==> src/rtl/pong_game_ctrl.sv <==
// Pong game sequencer: paces the ball from the frame tick, raises the
// registered bounce pulses for the ball block, detects misses, keeps the
// scores and walks the serve -> play -> point -> game-over flow.
module pong_game_ctrl #(
  parameter int X_W          = 10,
  parameter int Y_W          = 10,
  parameter int SCREEN_W     = 640,
  parameter int SCREEN_H     = 480,
  parameter int BALL_SZ      = 8,
  parameter int PAD_L_X      = 16,
  parameter int PAD_R_X      = 616,
  parameter int PAD_W        = 8,
  parameter int PAD_H        = 64,
  parameter int STEP_DIV     = 2,
  parameter int SERVE_FRAMES = 60,
  parameter int SCORE_W      = 4,
  parameter int WIN_SCORE    = 7
) (
  input  logic               clk,
  input  logic               reset,
  input  logic               frame_tick,
  input  logic               start,
  input  logic [X_W-1:0]     ball_x,
  input  logic [Y_W-1:0]     ball_y,
  input  logic [Y_W-1:0]     pad_l_y,
  input  logic [Y_W-1:0]     pad_r_y,
  output logic               ball_step,
  output logic               ball_load,
  output logic [X_W-1:0]     serve_x,
  output logic [Y_W-1:0]     serve_y,
  output logic               ball_reset,
  output logic               touching_paddle,
  output logic               touching_wall,
  output logic [SCORE_W-1:0] score_l,
  output logic [SCORE_W-1:0] score_r,
  output logic [2:0]         state,
  output logic               game_over
);

  typedef enum logic [2:0] {
    ST_IDLE  = 3'd0,
    ST_SERVE = 3'd1,
    ST_PLAY  = 3'd2,
    ST_POINT = 3'd3,
    ST_OVER  = 3'd4
  } state_e;

  localparam int XE_W     = X_W + 1;
  localparam int YE_W     = Y_W + 1;
  localparam int STEP_CW  = (STEP_DIV > 1) ? $clog2(STEP_DIV) : 1;
  localparam int SERVE_CW = (SERVE_FRAMES > 1) ? $clog2(SERVE_FRAMES) : 1;

  localparam logic [STEP_CW-1:0]  STEP_LAST  = STEP_CW'(STEP_DIV - 1);
  localparam logic [SERVE_CW-1:0] SERVE_LAST = SERVE_CW'(SERVE_FRAMES - 1);
  localparam logic [X_W-1:0]      X_MAX      = X_W'(SCREEN_W - BALL_SZ);
  localparam logic [Y_W-1:0]      Y_MAX      = Y_W'(SCREEN_H - BALL_SZ);
  localparam logic [X_W-1:0]      PAD_L_FACE = X_W'(PAD_L_X + PAD_W);
  localparam logic [XE_W-1:0]     PAD_R_FACE = XE_W'(PAD_R_X);
  localparam logic [XE_W-1:0]     BALL_SZ_X  = XE_W'(BALL_SZ);
  localparam logic [YE_W-1:0]     BALL_SZ_Y  = YE_W'(BALL_SZ);
  localparam logic [YE_W-1:0]     PAD_H_Y    = YE_W'(PAD_H);
  localparam logic [SCORE_W-1:0]  WIN        = SCORE_W'(WIN_SCORE);

  state_e               state_q, state_d;
  logic [STEP_CW-1:0]   step_cnt_q, step_cnt_d;
  logic [SERVE_CW-1:0]  serve_cnt_q, serve_cnt_d;
  logic                 dir_x_q, dir_x_d;
  logic                 dir_y_q, dir_y_d;
  logic [SCORE_W-1:0]   score_l_q, score_l_d;
  logic [SCORE_W-1:0]   score_r_q, score_r_d;
  logic                 ball_step_q, ball_step_d;
  logic                 ball_reset_q, ball_reset_d;
  logic                 touch_pad_q, touch_pad_d;
  logic                 touch_wall_q, touch_wall_d;
  logic                 go_serve;

  // Geometry is widened by one bit so ball/paddle bottoms never wrap.
  logic [XE_W-1:0] ball_right;
  logic [YE_W-1:0] ball_top, ball_bot;
  logic [YE_W-1:0] pad_l_top, pad_l_bot, pad_r_top, pad_r_bot;
  logic            miss_l, miss_r, hit_pad_l, hit_pad_r, hit_wall;

  assign ball_right = {1'b0, ball_x} + BALL_SZ_X;
  assign ball_top   = {1'b0, ball_y};
  assign ball_bot   = ball_top + BALL_SZ_Y;
  assign pad_l_top  = {1'b0, pad_l_y};
  assign pad_l_bot  = pad_l_top + PAD_H_Y;
  assign pad_r_top  = {1'b0, pad_r_y};
  assign pad_r_bot  = pad_r_top + PAD_H_Y;

  // Hits only count when the ball is heading into the surface, so a ball
  // that has just bounced is not flipped back on the following step.
  assign miss_l    = ~dir_x_q & (ball_x == '0);
  assign miss_r    =  dir_x_q & (ball_x == X_MAX);
  assign hit_pad_l = ~dir_x_q & (ball_x == PAD_L_FACE) &
                     (ball_bot > pad_l_top) & (ball_top < pad_l_bot);
  assign hit_pad_r =  dir_x_q & (ball_right == PAD_R_FACE) &
                     (ball_bot > pad_r_top) & (ball_top < pad_r_bot);
  assign hit_wall  = (~dir_y_q & (ball_y == '0)) | (dir_y_q & (ball_y == Y_MAX));

  // Next-state logic: game flow, frame pacing, step evaluation and scoring.
  always_comb begin
    state_d      = state_q;
    step_cnt_d   = step_cnt_q;
    serve_cnt_d  = serve_cnt_q;
    dir_x_d      = dir_x_q;
    dir_y_d      = dir_y_q;
    score_l_d    = score_l_q;
    score_r_d    = score_r_q;
    ball_step_d  = 1'b0;
    ball_reset_d = 1'b0;
    touch_pad_d  = 1'b0;
    touch_wall_d = 1'b0;
    go_serve     = 1'b0;

    case (state_q)
      ST_IDLE: begin
        if (start) go_serve = 1'b1;
      end
      ST_SERVE: begin
        if (frame_tick) begin
          if (serve_cnt_q == SERVE_LAST) begin
            state_d    = ST_PLAY;
            step_cnt_d = '0;
          end else begin
            serve_cnt_d = serve_cnt_q + 1'b1;
          end
        end
      end
      ST_PLAY: begin
        if (frame_tick) begin
          if (step_cnt_q == STEP_LAST) begin
            step_cnt_d = '0;
            if (miss_l) begin
              score_r_d = (score_r_q == WIN) ? WIN : score_r_q + 1'b1;
              state_d   = ST_POINT;
            end else if (miss_r) begin
              score_l_d = (score_l_q == WIN) ? WIN : score_l_q + 1'b1;
              state_d   = ST_POINT;
            end else begin
              ball_step_d = 1'b1;
              if (hit_pad_l | hit_pad_r) begin
                touch_pad_d = 1'b1;
                dir_x_d     = ~dir_x_q;
              end
              if (hit_wall) begin
                touch_wall_d = 1'b1;
                dir_y_d      = ~dir_y_q;
              end
            end
          end else begin
            step_cnt_d = step_cnt_q + 1'b1;
          end
        end
      end
      ST_POINT: begin
        if ((score_l_q == WIN) || (score_r_q == WIN)) state_d = ST_OVER;
        else go_serve = 1'b1;
      end
      ST_OVER: begin
        if (start) begin
          score_l_d = '0;
          score_r_d = '0;
          go_serve  = 1'b1;
        end
      end
      default: state_d = ST_IDLE;
    endcase

    // Every entry into SERVE resyncs the ball block's signs with ours.
    if (go_serve) begin
      state_d      = ST_SERVE;
      serve_cnt_d  = '0;
      ball_reset_d = 1'b1;
      dir_x_d      = 1'b0;
      dir_y_d      = 1'b0;
    end
  end

  // State and pulse registers with synchronous reset.
  always_ff @(posedge clk) begin
    if (reset) begin
      state_q      <= ST_IDLE;
      step_cnt_q   <= '0;
      serve_cnt_q  <= '0;
      dir_x_q      <= 1'b0;
      dir_y_q      <= 1'b0;
      score_l_q    <= '0;
      score_r_q    <= '0;
      ball_step_q  <= 1'b0;
      ball_reset_q <= 1'b0;
      touch_pad_q  <= 1'b0;
      touch_wall_q <= 1'b0;
    end else begin
      state_q      <= state_d;
      step_cnt_q   <= step_cnt_d;
      serve_cnt_q  <= serve_cnt_d;
      dir_x_q      <= dir_x_d;
      dir_y_q      <= dir_y_d;
      score_l_q    <= score_l_d;
      score_r_q    <= score_r_d;
      ball_step_q  <= ball_step_d;
      ball_reset_q <= ball_reset_d;
      touch_pad_q  <= touch_pad_d;
      touch_wall_q <= touch_wall_d;
    end
  end

  // Pulses are masked while reset is held so nothing leaks out in that cycle.
  assign ball_step       = ball_step_q  & ~reset;
  assign ball_reset      = ball_reset_q & ~reset;
  assign touching_paddle = touch_pad_q  & ~reset;
  assign touching_wall   = touch_wall_q & ~reset;

  assign ball_load = reset || (state_q == ST_IDLE) || (state_q == ST_SERVE) ||
                     (state_q == ST_OVER);
  assign game_over = (state_q == ST_OVER);
  assign state     = state_q;
  assign score_l   = score_l_q;
  assign score_r   = score_r_q;
  assign serve_x   = X_W'((SCREEN_W - BALL_SZ) / 2);
  assign serve_y   = Y_W'((SCREEN_H - BALL_SZ) / 2);

endmodule
==> config.mk <==
export PLATFORM = sky130hd
export DESIGN_NAME = pong_game_ctrl
export DESIGN_NICKNAME = d
export VERILOG_FILES = /design/src/rtl/pong_game_ctrl.sv
export SDC_FILE = /design/constraint.sdc
export NUM_CORES = 1
export LEC_CHECK = 0
export CAP_MARGIN = 15
export CORE_UTILIZATION = 47
export DETAILED_ROUTE_END_ITERATION = 8
export GPL_ROUTABILITY_DRIVEN = 0
export PLACE_DENSITY = 0.82
export SETUP_SLACK_MARGIN = 0.5
export SKIP_LAST_GASP = 1
export SYNTH_ARGS = -nofsm -noshare
export SYNTH_HDL_FRONTEND = slang
export SYNTH_SLANG_ARGS = --single-unit
==> constraint.sdc <==
create_clock -name clk -period 3 [get_ports clk]
set_input_delay 0.45 -clock clk [delete_from_list [all_inputs] [get_ports clk]]
set_output_delay 0.45 -clock clk [all_outputs]
set_load 0.05 [all_outputs]
==> summary.txt <==
Synthesis
  • Yosys top cell area share: 20.2%
  • Post-Syn Instances: 328
  • Top cells by area, synth: ha_1, dfxtp_1, buf_4, nor2_1, inv_1
  • Top-count cell post-synth: ha_1
  • Top cells by count, synth: ha_1, nor2_1, inv_1
  • Unique cell type count in the Yosys netlist: 55
  • Async set-reset flop share out of synthesis: 0%
  • Adder-cell share of the synthesized area: 20.2%
  • Main combinational cell family by area after synthesis: simple AND/OR/NAND/NOR gates
  • Number of synthesized flops with an enable pin: 0
  • YS warnings: 0
  • Main synth FF type: dfxtp_1
  • Area share of xor/xnor cells in the synthesized design: roughly 5.2%
  • Share of the yosys chip area belonging to registers: around a fifth
  • Syn_area_per_cell: a little under 8 sq um
  • Mux share of post-synthesis cell area: around 2.0%
  • Number of synthesized register bits: 24
  • Synth Area in Simple Gates: about a quarter
  • Compound-Gate Fraction of Synth Area: between 10% and 20%
  • Post-synth top area cell: ha_1
  • Mapped Area: ~2500 sq um

Setup path
  • Critical path launch point: ball_y[7]
  • CP Launch Type: primary input
  • CP arrival: 2760 ps
  • Reg2reg start: dir_x_q
  • CP Max Fanout: 3
  • Worst Path Required: 3150 ps
  • Crit path capture type: flip-flop
  • CP Class: in -> reg

Die
  • Die H: approximately 76 um
  • Row cnt: 26
  • Boundary Pins: 81
  • Core area: just over 5000 sq um
  • Die Footprint: approximately 5700 sq um
  • Initial core utilization: about half
  • Die Wd: roughly 76 um

Drt
  • Total number of vias: about 2,700
  • WL per Instance: roughly 15 um
  • DR iter-0 viols: ~240
  • Vias per cell: between 5 and 6
  • Residual DRC: 0
  • Drt pass-1 iters: 5
  • Final wirelength: around 7.3 mm
  • Routed Antenna Nets: 0

Pwr
  • Internal Power: roughly 700 uW
  • Maximum vdd drop: between 0.2 and 0.25 mV
  • P_leak: around 0.0016 uW
  • Clk pwr share: 27.9%
  • Seq pwr share: around a third
  • P per Cell Area: ~280 nW/um^2
  • Sw power: between 300 and 400 uW
  • Logic pwr share: 40.4%
  • Switching share of total power: roughly 34%
  • Pwr Total: around 1000 uW

Clocking
  • Cts hold-fix bufs: 0
  • CTS tree: built
  • H-tree levels: 1
  • Later-pin clock latency in the skew report: between 200 and 300 ps
  • Clock root cell: clkbuf_8
  • Clock sinks: 24
  • Maximum clock path buffer count: 2
  • CTS Buf Count: 3
  • Clock slew at reported path FFs: roughly 80 ps

Timing
  • RSZ-0062 raised after global routing: true
  • Worst Max-Slew Pin Slew: between 500 and 600 ps
  • Hold WS: 499 ps
  • Fmax: about 380 MHz
  • Tmin final: between 2000 and 3000 ps
  • Final Slew Violations: 0
  • # setup viols final: 0
  • Slew HR: 64.0%
  • Final setup margin: about 390 ps
  • Ratio of final minimum period to clock period: between 80 and 90%
  • Fin. Hold Viols: 0
  • Clk_skew: between 6 and 7 ps

Min path
  • Hold_sp: serve_cnt_q[5]
  • HP Class: reg -> reg

Global route
  • GRT overflow: 0
  • Vias in the first global route: around 2,400
  • Largest net degree at the start of global routing: 15
  • First-pass GRT wire length: about 11 mm
  • Tot GR Track Use: 23.6%
  • Initial antenna violation count: 0

Finish
  • # diodes: 0
  • Share of layout cells above drive strength 1: between 20% and 30%
  • Finished Core Util: a little over 70%
  • Syn-to-layout area delta: 43.6%
  • Nets: approximately 490

Placed design
  • Post-DP HPWL: between 5 and 6 mm
  • Port Buf Inserts: 60
  • Place WS: -237 ps

Run
  • Max-cap violation count: 0

Run status
  • Status: completed
cells in the final DEF (no fill, tap or decap), types with 5 or more instances in the layout:
| cell | instances |
|---|---|
| nor2b_1 | 5 |
| ha_1 | 30 |
| nand2_1 | 25 |
| clkdlybuf4s50_1 | 35 |
| ha_4 | 8 |
| o21ai_0 | 7 |
| conb_1 | 20 |
| inv_1 | 25 |
| a21oi_1 | 16 |
| buf_4 | 26 |
| dlymetal6s2s_1 | 5 |
| nand4_1 | 7 |
| nand3_1 | 10 |
| dfxtp_1 | 24 |
| a31oi_1 | 6 |
| mux2i_1 | 5 |
| buf_6 | 7 |
| xnor2_1 | 6 |
| nor2_1 | 33 |
| nor3_1 | 8 |
| dlygate4sd2_1 | 6 |
worst paths after layout:
check	end	slack, ps	cells past startpoint
worst max-delay path	dir_x_q	390	14
worst min register to register	serve_cnt_q[5]	500	2
worst min-delay path	serve_cnt_q[5]	500	2
worst max register to register	dir_x_q	800	8
kinds of logic after synthesis:
group | Yosys count
other cells | 2
buf+inv | 55
mux | 5
simple gates | 122
fa+ha+maj | 41
compound gates | 64
flops | 24
xor+xnor | 15
metrics by stage:
step | TNS, ps | area, sq um | cells
2_1_floorplan | 0 | 2640 | 346
3_3_place_gp | -128 | 3270 | 466
3_5_place_dp | -355 | 3270 | 466
4_1_cts | 0 | 3410 | 473
5_1_grt | 0 | 3650 | 476
6_report | 0 | 3650 | 476
per-layer routing:
layer	vias up	GRT usage [%]	wire, um
li1	1291	-	-
met1	1277	28.7	3090
met2	113	43.5	3690
met3	17	4.23	362
met4	0	5.14	136
met5	-	0	0
flip-flops by register name, indices dropped and copies added, names as in the netlist:
register      count
state             3
dir_x_q           1
touch_pad_q       1
score_l           4
touch_wall_q      1
step_cnt_q        1
serve_cnt_q       6
score_r           4
ball_step_q       1
ball_reset_q      1
dir_y_q           1
timing repair:
| action | CTS | global route |
|---|---|---|
| endpoints found under the setup margin | 2 | 3 |
| buffers inserted | 3 | 3 |
| gates resized for setup | 47 | 46 |
| endpoints found under the hold margin | 0 | 0 |
| pin swaps | 11 | 22 |
power groups by stage:
| stage | Combinational (uW) | Sequential (uW) | Clock, uW |
|---|---|---|---|
| 2_1_floorplan | 225 | 333 | 0 |
| 3_3_place_gp | 335 | 332 | 0 |
| 3_5_place_dp | 345 | 332 | 0 |
| 4_1_cts | 361 | 325 | 290 |
| 5_1_grt | 448 | 326 | 301 |
| 6_report | 414 | 325 | 286 |
critical path, stage by stage:
cell	delay, ps
buf_6	70
and3_4	220
nand3_4	100
xnor2_4	220
ha_4	240
buf_4	140
nand3_1	90
nand2_1	60
a211o_1	240
a21bo_1	180
a222oi_1	380
buf_4	200
or3_4	120
a21oi_2	40
layout make-up:
cell class,count,area [sq um]
Multi-Input combinational cell,267,2140
Timing Repair Buffer,83,764
Fill cell,386,1520
Clock buffer,3,41.3
Clock inverter,1,30.0
Sequential cell,24,480
Tap cell,70,87.6
Inverter,28,105
Power figures use the tool's default switching activity.
